File: config.mk
export PLATFORM = sky130hd
export DESIGN_NAME = anpc_multileg_seq
export DESIGN_NICKNAME = d
export VERILOG_FILES = /design/src/rtl/anpc_multileg_seq_pkg.sv /design/src/rtl/anpc_multileg_seq_leg.sv /design/src/rtl/anpc_multileg_seq.sv
export SDC_FILE = /design/constraint.sdc
export NUM_CORES = 1
export LEC_CHECK = 0
export ABC_AREA = 1
export CAP_MARGIN = 5
export CORE_MARGIN = 3
export CORE_UTILIZATION = 60
export CTS_CLUSTER_DIAMETER = 120
export DETAILED_ROUTE_END_ITERATION = 8
export PLACE_DENSITY_LB_ADDON = 0.1
export SETUP_SLACK_MARGIN = 0.3
export SYNTH_ARGS = -nofsm -noshare
export SYNTH_HDL_FRONTEND = slang
export SYNTH_SLANG_ARGS = --single-unit
File: constraint.sdc
create_clock -name clk -period 7.19 [get_ports clk]
set_input_delay 1.7975 -clock clk [delete_from_list [all_inputs] [get_ports clk]]
set_output_delay 1.7975 -clock clk [all_outputs]
set_load 0.01 [all_outputs]
File: src/rtl/anpc_multileg_seq_pkg.sv
// Shared types, gate patterns and selection helpers for the 3L-ANPC sequencer.
// Latency: n/a (types and pure functions only).
// Backpressure: n/a.
// Pattern bit order is {S1,S2,S3,S4,S5,S6}, MSB = S1.
package PKG_anpc_seq;

  typedef enum logic [2:0] {P, Z_U2, Z_U1, Z_L1, Z_L2, N} states_t;

  typedef enum logic [1:0] {IDLE, DEAD, HOLD} phase_t;

  localparam logic [5:0] PAT_P    = 6'b110_001;
  localparam logic [5:0] PAT_Z_U2 = 6'b010_010;
  localparam logic [5:0] PAT_Z_U1 = 6'b011_010;
  localparam logic [5:0] PAT_Z_L1 = 6'b011_001;
  localparam logic [5:0] PAT_Z_L2 = 6'b001_001;
  localparam logic [5:0] PAT_N    = 6'b001_110;
  localparam logic [5:0] PAT_OFF  = 6'b000_000;

  // Gate pattern for a switching state. Unused encodings map to all-off.
  function automatic logic [5:0] pattern_of(states_t s);
    logic [5:0] pat;
    case (s)
      P:       pat = PAT_P;
      Z_U2:    pat = PAT_Z_U2;
      Z_U1:    pat = PAT_Z_U1;
      Z_L1:    pat = PAT_Z_L1;
      Z_L2:    pat = PAT_Z_L2;
      N:       pat = PAT_N;
      default: pat = PAT_OFF;
    endcase
    return pat;
  endfunction

  // Zero state entered when leaving P or N. The thermal selector is
  // interpreted relative to the rail being left.
  function automatic states_t zero_select(states_t from, logic [1:0] z);
    states_t zs;
    if (from == N) begin
      case (z)
        2'd2:    zs = Z_U2;
        2'd3:    zs = Z_U1;
        default: zs = Z_L2;
      endcase
    end else begin
      case (z)
        2'd2:    zs = Z_L2;
        2'd3:    zs = Z_L1;
        default: zs = Z_U2;
      endcase
    end
    return zs;
  endfunction

endpackage

File: src/rtl/anpc_multileg_seq_leg.sv
// One converter leg: state/phase FSM, dead and hold counter, registered gates.
// Latency: command sampled in IDLE shows its DEAD pattern on the next cycle.
// Backpressure: none; commands are ignored while DEAD/HOLD or fault latched.
// Ports: clk_i/rst_i; t_dead_i/t_min_i timing; v_lev_i/z_type_i command;
//        fault_i raw request, fault_lat_i latched fault, fault_clr_i clear;
//        s_o six gate signals, busy_o high in DEAD/HOLD.
module anpc_leg
  import PKG_anpc_seq::*;
#(
  parameter int TDELAY_WIDTH = 16
) (
  input  logic                    clk_i,
  input  logic                    rst_i,
  input  logic [TDELAY_WIDTH-1:0] t_dead_i,
  input  logic [TDELAY_WIDTH-1:0] t_min_i,
  input  logic [1:0]              v_lev_i,
  input  logic [1:0]              z_type_i,
  input  logic                    fault_i,
  input  logic                    fault_lat_i,
  input  logic                    fault_clr_i,
  output logic [5:0]              s_o,
  output logic                    busy_o
);

  localparam logic [TDELAY_WIDTH-1:0] CNT_ONE = TDELAY_WIDTH'(1);

  phase_t                  phase_q, phase_d;
  states_t                 cur_q, cur_d;
  states_t                 tgt_q, tgt_d;
  logic [TDELAY_WIDTH-1:0] cnt_q, cnt_d;
  logic [5:0]              s_q, s_d;
  logic                    busy_q, busy_d;

  logic [TDELAY_WIDTH-1:0] dead_len, hold_len;
  logic                    go;
  states_t                 nxt;
  logic                    gates_off;

  // A zero timing input still gives one cycle of separation.
  assign dead_len = (t_dead_i == '0) ? CNT_ONE : t_dead_i;
  assign hold_len = (t_min_i == '0) ? CNT_ONE : t_min_i;

  // Target selection from the settled state. P<->N is routed through the
  // selected zero state; the second half is picked up by a later IDLE
  // evaluation if the command is still present.
  always_comb begin
    go  = 1'b0;
    nxt = cur_q;
    case (cur_q)
      P: begin
        if (v_lev_i == 2'b00 || v_lev_i == 2'b10) begin
          nxt = zero_select(P, z_type_i);
          go  = 1'b1;
        end
      end
      N: begin
        if (v_lev_i == 2'b00 || v_lev_i == 2'b01) begin
          nxt = zero_select(N, z_type_i);
          go  = 1'b1;
        end
      end
      default: begin
        if (v_lev_i == 2'b01) begin
          nxt = P;
          go  = 1'b1;
        end else if (v_lev_i == 2'b10) begin
          nxt = N;
          go  = 1'b1;
        end
      end
    endcase
  end

  always_comb begin
    phase_d   = phase_q;
    cur_d     = cur_q;
    tgt_d     = tgt_q;
    cnt_d     = cnt_q;
    gates_off = fault_i | (fault_lat_i & ~fault_clr_i);

    if (fault_i || fault_lat_i) begin
      // Abort (or clear back to) the safe zero state; the gates stay off
      // until the clear is accepted.
      phase_d = IDLE;
      cur_d   = Z_U2;
      tgt_d   = Z_U2;
      cnt_d   = '0;
    end else begin
      case (phase_q)
        IDLE: begin
          if (go) begin
            tgt_d   = nxt;
            phase_d = DEAD;
            cnt_d   = dead_len;
          end
        end
        DEAD: begin
          if (cnt_q <= CNT_ONE) begin
            phase_d = HOLD;
            cnt_d   = hold_len;
          end else begin
            cnt_d = cnt_q - CNT_ONE;
          end
        end
        HOLD: begin
          if (cnt_q <= CNT_ONE) begin
            phase_d = IDLE;
            cur_d   = tgt_q;
            cnt_d   = '0;
          end else begin
            cnt_d = cnt_q - CNT_ONE;
          end
        end
        default: begin
          phase_d = IDLE;
          cnt_d   = '0;
        end
      endcase
    end

    // Outputs are derived from the next state so they are registered
    // alongside it and never glitch at the driver pins.
    if (gates_off) begin
      s_d = PAT_OFF;
    end else if (phase_d == DEAD) begin
      s_d = pattern_of(cur_d) & pattern_of(tgt_d);
    end else if (phase_d == HOLD) begin
      s_d = pattern_of(tgt_d);
    end else begin
      s_d = pattern_of(cur_d);
    end
    busy_d = ~gates_off & (phase_d != IDLE);
  end

  always_ff @(posedge clk_i or posedge rst_i) begin
    if (rst_i) begin
      phase_q <= IDLE;
      cur_q   <= Z_U2;
      tgt_q   <= Z_U2;
      cnt_q   <= '0;
      s_q     <= PAT_Z_U2;
      busy_q  <= 1'b0;
    end else begin
      phase_q <= phase_d;
      cur_q   <= cur_d;
      tgt_q   <= tgt_d;
      cnt_q   <= cnt_d;
      s_q     <= s_d;
      busy_q  <= busy_d;
    end
  end

  assign s_o    = s_q;
  assign busy_o = busy_q;

endmodule

File: src/rtl/anpc_multileg_seq.sv
// Multi-leg 3L-ANPC switching sequencer: N_LEGS independent legs plus a fault latch.
// Latency: one cycle from a sampled command/fault to registered gate outputs.
// Backpressure: none; legs ignore commands while busy, fault overrides all.
// Ports: clk, reset (async, active high); t_dead/t_min shared timing;
//        v_lev/z_type per-leg 2-bit slices; fault/fault_clr;
//        S_out per-leg 6-bit slices {S1..S6}, busy per leg, fault_active.
module anpc_multileg_seq
  import PKG_anpc_seq::*;
#(
  parameter int N_LEGS       = 3,
  parameter int TDELAY_WIDTH = 16
) (
  input  logic                    clk,
  input  logic                    reset,
  input  logic [TDELAY_WIDTH-1:0] t_dead,
  input  logic [TDELAY_WIDTH-1:0] t_min,
  input  logic [2*N_LEGS-1:0]     v_lev,
  input  logic [2*N_LEGS-1:0]     z_type,
  input  logic                    fault,
  input  logic                    fault_clr,
  output logic [6*N_LEGS-1:0]     S_out,
  output logic [N_LEGS-1:0]       busy,
  output logic                    fault_active
);

  logic fault_q;

  // Set dominates clear so a fault coinciding with a clear stays latched.
  always_ff @(posedge clk or posedge reset) begin
    if (reset) begin
      fault_q <= 1'b0;
    end else if (fault) begin
      fault_q <= 1'b1;
    end else if (fault_clr) begin
      fault_q <= 1'b0;
    end
  end

  assign fault_active = fault_q;

  for (genvar i = 0; i < N_LEGS; i++) begin : g_leg
    anpc_leg #(
      .TDELAY_WIDTH(TDELAY_WIDTH)
    ) u_leg (
      .clk_i       (clk),
      .rst_i       (reset),
      .t_dead_i    (t_dead),
      .t_min_i     (t_min),
      .v_lev_i     (v_lev[2*i +: 2]),
      .z_type_i    (z_type[2*i +: 2]),
      .fault_i     (fault),
      .fault_lat_i (fault_q),
      .fault_clr_i (fault_clr),
      .s_o         (S_out[6*i +: 6]),
      .busy_o      (busy[i])
    );
  end

endmodule

==> results.toml <==
[global_routing]
grt_max_degree = 82
gr-usage-met2_pct = 47.62
grt_overflow = 0
met3_usage_pct = 4.615
grt_pass1_vias = 6474
antenna_found_initial = 1
grt_busiest_layer = "met2"
grt_pass1_wl_um = 30640
met1_usage_pct = 39.43
track_usage_pct = 29.19

[final_layout]
nets = 1162
antenna_cells = 0
drive_above_1_share_pct = 8.152
fin_cells = 1244
syn_to_final_growth_pct = 15.46
design_area_um2 = 8038

[synthesis]
ys_async_sr_fraction_pct = 100.0
netlist.top_cell.by_area = "dfrtp_1"
seq_area_frac_synth_pct = 34.00
synth.area.top_cells = "dfrtp_1, nand2_1, inv_1"
synth_edf_count = 0
synth_most_common_cell = "nand2_1"
syn_inst = 1033
synthDistinctLibCells = 44
avgSynthCellArea_um2 = 6.739
synth_area_um2 = 6962
synth_seq_cells = 94
ys_warn_count = 0
synthTopCellsByCount = "nand2_1, inv_1, nor2_1, dfrtp_1, nand3_1"
synthFlopType = "dfrtp_1"
yosysTopAreaCellShare_pct = 29.48
synthesis.nets = 1096

[routing]
ant_nets = 0
drt_iter0_markers = 565
wl_per_cell_um = 14.65
avgViaCountPerCell = 5.572
via_count = 6931
routed_wirelength_um = 18230
drc_errors = 0
drt_pass1_iterations = 5

[power]
p_sw_share_pct = 35.85
internal-power_mw = 0.9763
p_per_area_nw_per_um2 = 189.3
p_comb_share_pct = 31.1
pwr-share-seq_pct = 38.4
p_leak_nw = 4.297
power_mw = 1.522
ir_worst_vdd_v = 0.0001123
switchingPower_mw = 0.5455
clkPwrFrac_pct = 30.5

[clock_tree]
hold_buffers = 0
clk_pin_slew_ps = 70
htreeDepth = 3
cts_setup_buffers = 0
clkSinkCount = 94
clkLatencyLatePin_ps = 340
tritoncts = "built"
cts_buffers = 9
cts_root_buffer = "clkbuf_16"
cts_buffer_depth = 2
cts_resized = 0

[floorplan]
dieArea_um2 = 12930
die_width_um = 113.7
die_h_um = 113.7
io_pins = 70
start_util_pct = 62.84
coreArea_um2 = 11080
rows = 38

[sta]
setup_viol = 0
timing.fmax_mhz = 249.7
drv_slew = 0
slew_headroom_pct = 32.74
fin_crit_ps = 4005
hold_viol_final = 0
worstMarginPinSlew_ps = 1009
setup_tns_ps = 0
setup_ws_ps = 3185
fin_skew_ps = 5.995
rsz0062_at_grt = "no"
finalCritPeriodShare_pct = 55.70

[critical_path]
critical_path_arrival_ps = 4210
crit_type = "primary input to flop"
worstSetupPathDepth = 13
worstSetupStartpointType = "primary input"
cp_slowest_cell = "clkdlybuf4s50_1"
crit_family = "simple AND/OR/NAND/NOR gates"
crit_path_max_fanout = 17
worst_ep_required_time_ps = 7390
reg2reg_depth = 6
worst-path-buf-inv = 4
worst_path_most_repeated_cell = "inv_1"
path_cells = "clkdlybuf4s50_1 -> inv_1 -> ha_1 -> inv_1 -> nand2_1 -> nand3_1 -> nand2_1 -> nor2_1 -> nand3_1 -> nand3_2 -> inv_1 -> o21ai_0 -> o21ai_0"
slowest_delay_ps = 490
worstSetupEndpointType = "flop"

[placed_design]
place.gp.congestion = 0.9105
place_hpwl_um = 13870
placedCellCount = 1228
place_area_um2 = 7747
pre_cts_ws_ps = 2858
io_buffers = 69

[run_status]
outcome = "finished clean"

[min_path]
hp-class = "flop to flop"
whs_path_depth = 2

[flow_run]
cap_violations = 0
==> worst reg2reg max path, cell delays in order, from the launching register on <==
cell     delay (ps)
dfrtp_1         400
nor2_1          730
nand3_1         610
nand3_2         390
inv_1           190
o21ai_0         110
o21ai_0         100
==> state kept, by name, summed over array words and instances, names as in the netlist <==
| name | cells |
|---|---|
| g_leg.u_leg.phase_q | 6 |
| fault_active | 1 |
| g_leg.u_leg.tgt_q | 9 |
| g_leg.u_leg.cur_q | 9 |
| g_leg.u_leg.cnt_q | 48 |
| g_leg.u_leg.busy_o | 3 |
| g_leg.u_leg.s_o | 18 |
==> through the flow <==
step	hold WS, ps	util, %
3_3_place_gp	497.0	69.93
6_report	513.7	72.55
3_5_place_dp	496.0	69.93
5_1_grt	566.2	72.55
2_1_floorplan	471.5	-
4_1_cts	513.1	72.55
==> routing by layer <==
layer / routed length (µm) / share of wire (%) / vias to the layer above
met2: 8464 / 46 / 250
met3: 1311 / 7.2 / 54
met1: 7893 / 43 / 3162
met5: 21 / 0.12 / -
li1: - / - / 3463
met4: 537 / 2.9 / 2
==> layout by cell type (no fill, tap or decap), types with 4 or more instances in the layout <==
| cell type | n |
|---|---|
| nor2_2 | 6 |
| dfstp_2 | 12 |
| o21ai_1 | 12 |
| nand3_2 | 11 |
| nand3_1 | 80 |
| inv_2 | 5 |
| nor3_4 | 4 |
| clkbuf_16 | 9 |
| nor2_4 | 4 |
| nand2_2 | 13 |
| o21ai_0 | 62 |
| xnor2_1 | 6 |
| nor3_1 | 9 |
| nor2_1 | 115 |
| o221ai_1 | 10 |
| a21oi_1 | 23 |
| nand4_1 | 11 |
| nor4_1 | 5 |
| o22ai_1 | 17 |
| clkdlybuf4s50_1 | 69 |
| dfrtp_1 | 82 |
| nand2_4 | 5 |
| inv_1 | 150 |
| nand2_1 | 303 |
| xor2_1 | 18 |
| o211ai_1 | 12 |
| ha_1 | 15 |
| a22oi_1 | 8 |
==> layout make-up <==
cell class / count / area (µm²)
multi-input combinational: 763 / 3890
fill: 943 / 3040
sequential: 94 / 2367
timing repair buffer: 72 / 713.2
inverter: 159 / 601.8
clock buffer: 10 / 239.0
tap: 140 / 175.2
clock inverter: 6 / 51.30
==> power groups by stage <==
stage	sequential [mW]	combinational [mW]	clock [mW]
2_1_floorplan	0.591	0.338	0
3_3_place_gp	0.593	0.460	0
3_5_place_dp	0.593	0.464	0
4_1_cts	0.584	0.467	0.470
5_1_grt	0.587	0.530	0.491
6_report	0.584	0.473	0.464
==> final timing paths <==
path | start | endpoint | slack [ps]
hold / removal | g_leg[0].u_leg.cnt_q[8] | g_leg[0].u_leg.cnt_q[8] | 510
max in group asynchronous | reset | g_leg[0].u_leg.cnt_q[12] | 4260
min in group asynchronous | reset | g_leg[0].u_leg.busy_o | 1680
hold reg to reg | g_leg[0].u_leg.cnt_q[8] | g_leg[0].u_leg.cnt_q[8] | 510
setup / recovery | v_lev[4] | g_leg[2].u_leg.cnt_q[14] | 3190
setup reg to reg | g_leg[2].u_leg.phase_q[1] | g_leg[2].u_leg.cnt_q[14] | 4510
==> cell families after synthesis <==
| logic type | share of synthesized area, % |
|---|---|
| buffers and inverters | 10.19 |
| AOI/OAI and AO/OA | 12.55 |
| and+or+nand+nor | 37.54 |
| xor gates and xnor gates | 3.019 |
| DFF | 34.00 |
| adders and majority gates | 2.696 |
No activity file was read; power rests on OpenSTA's default activity.
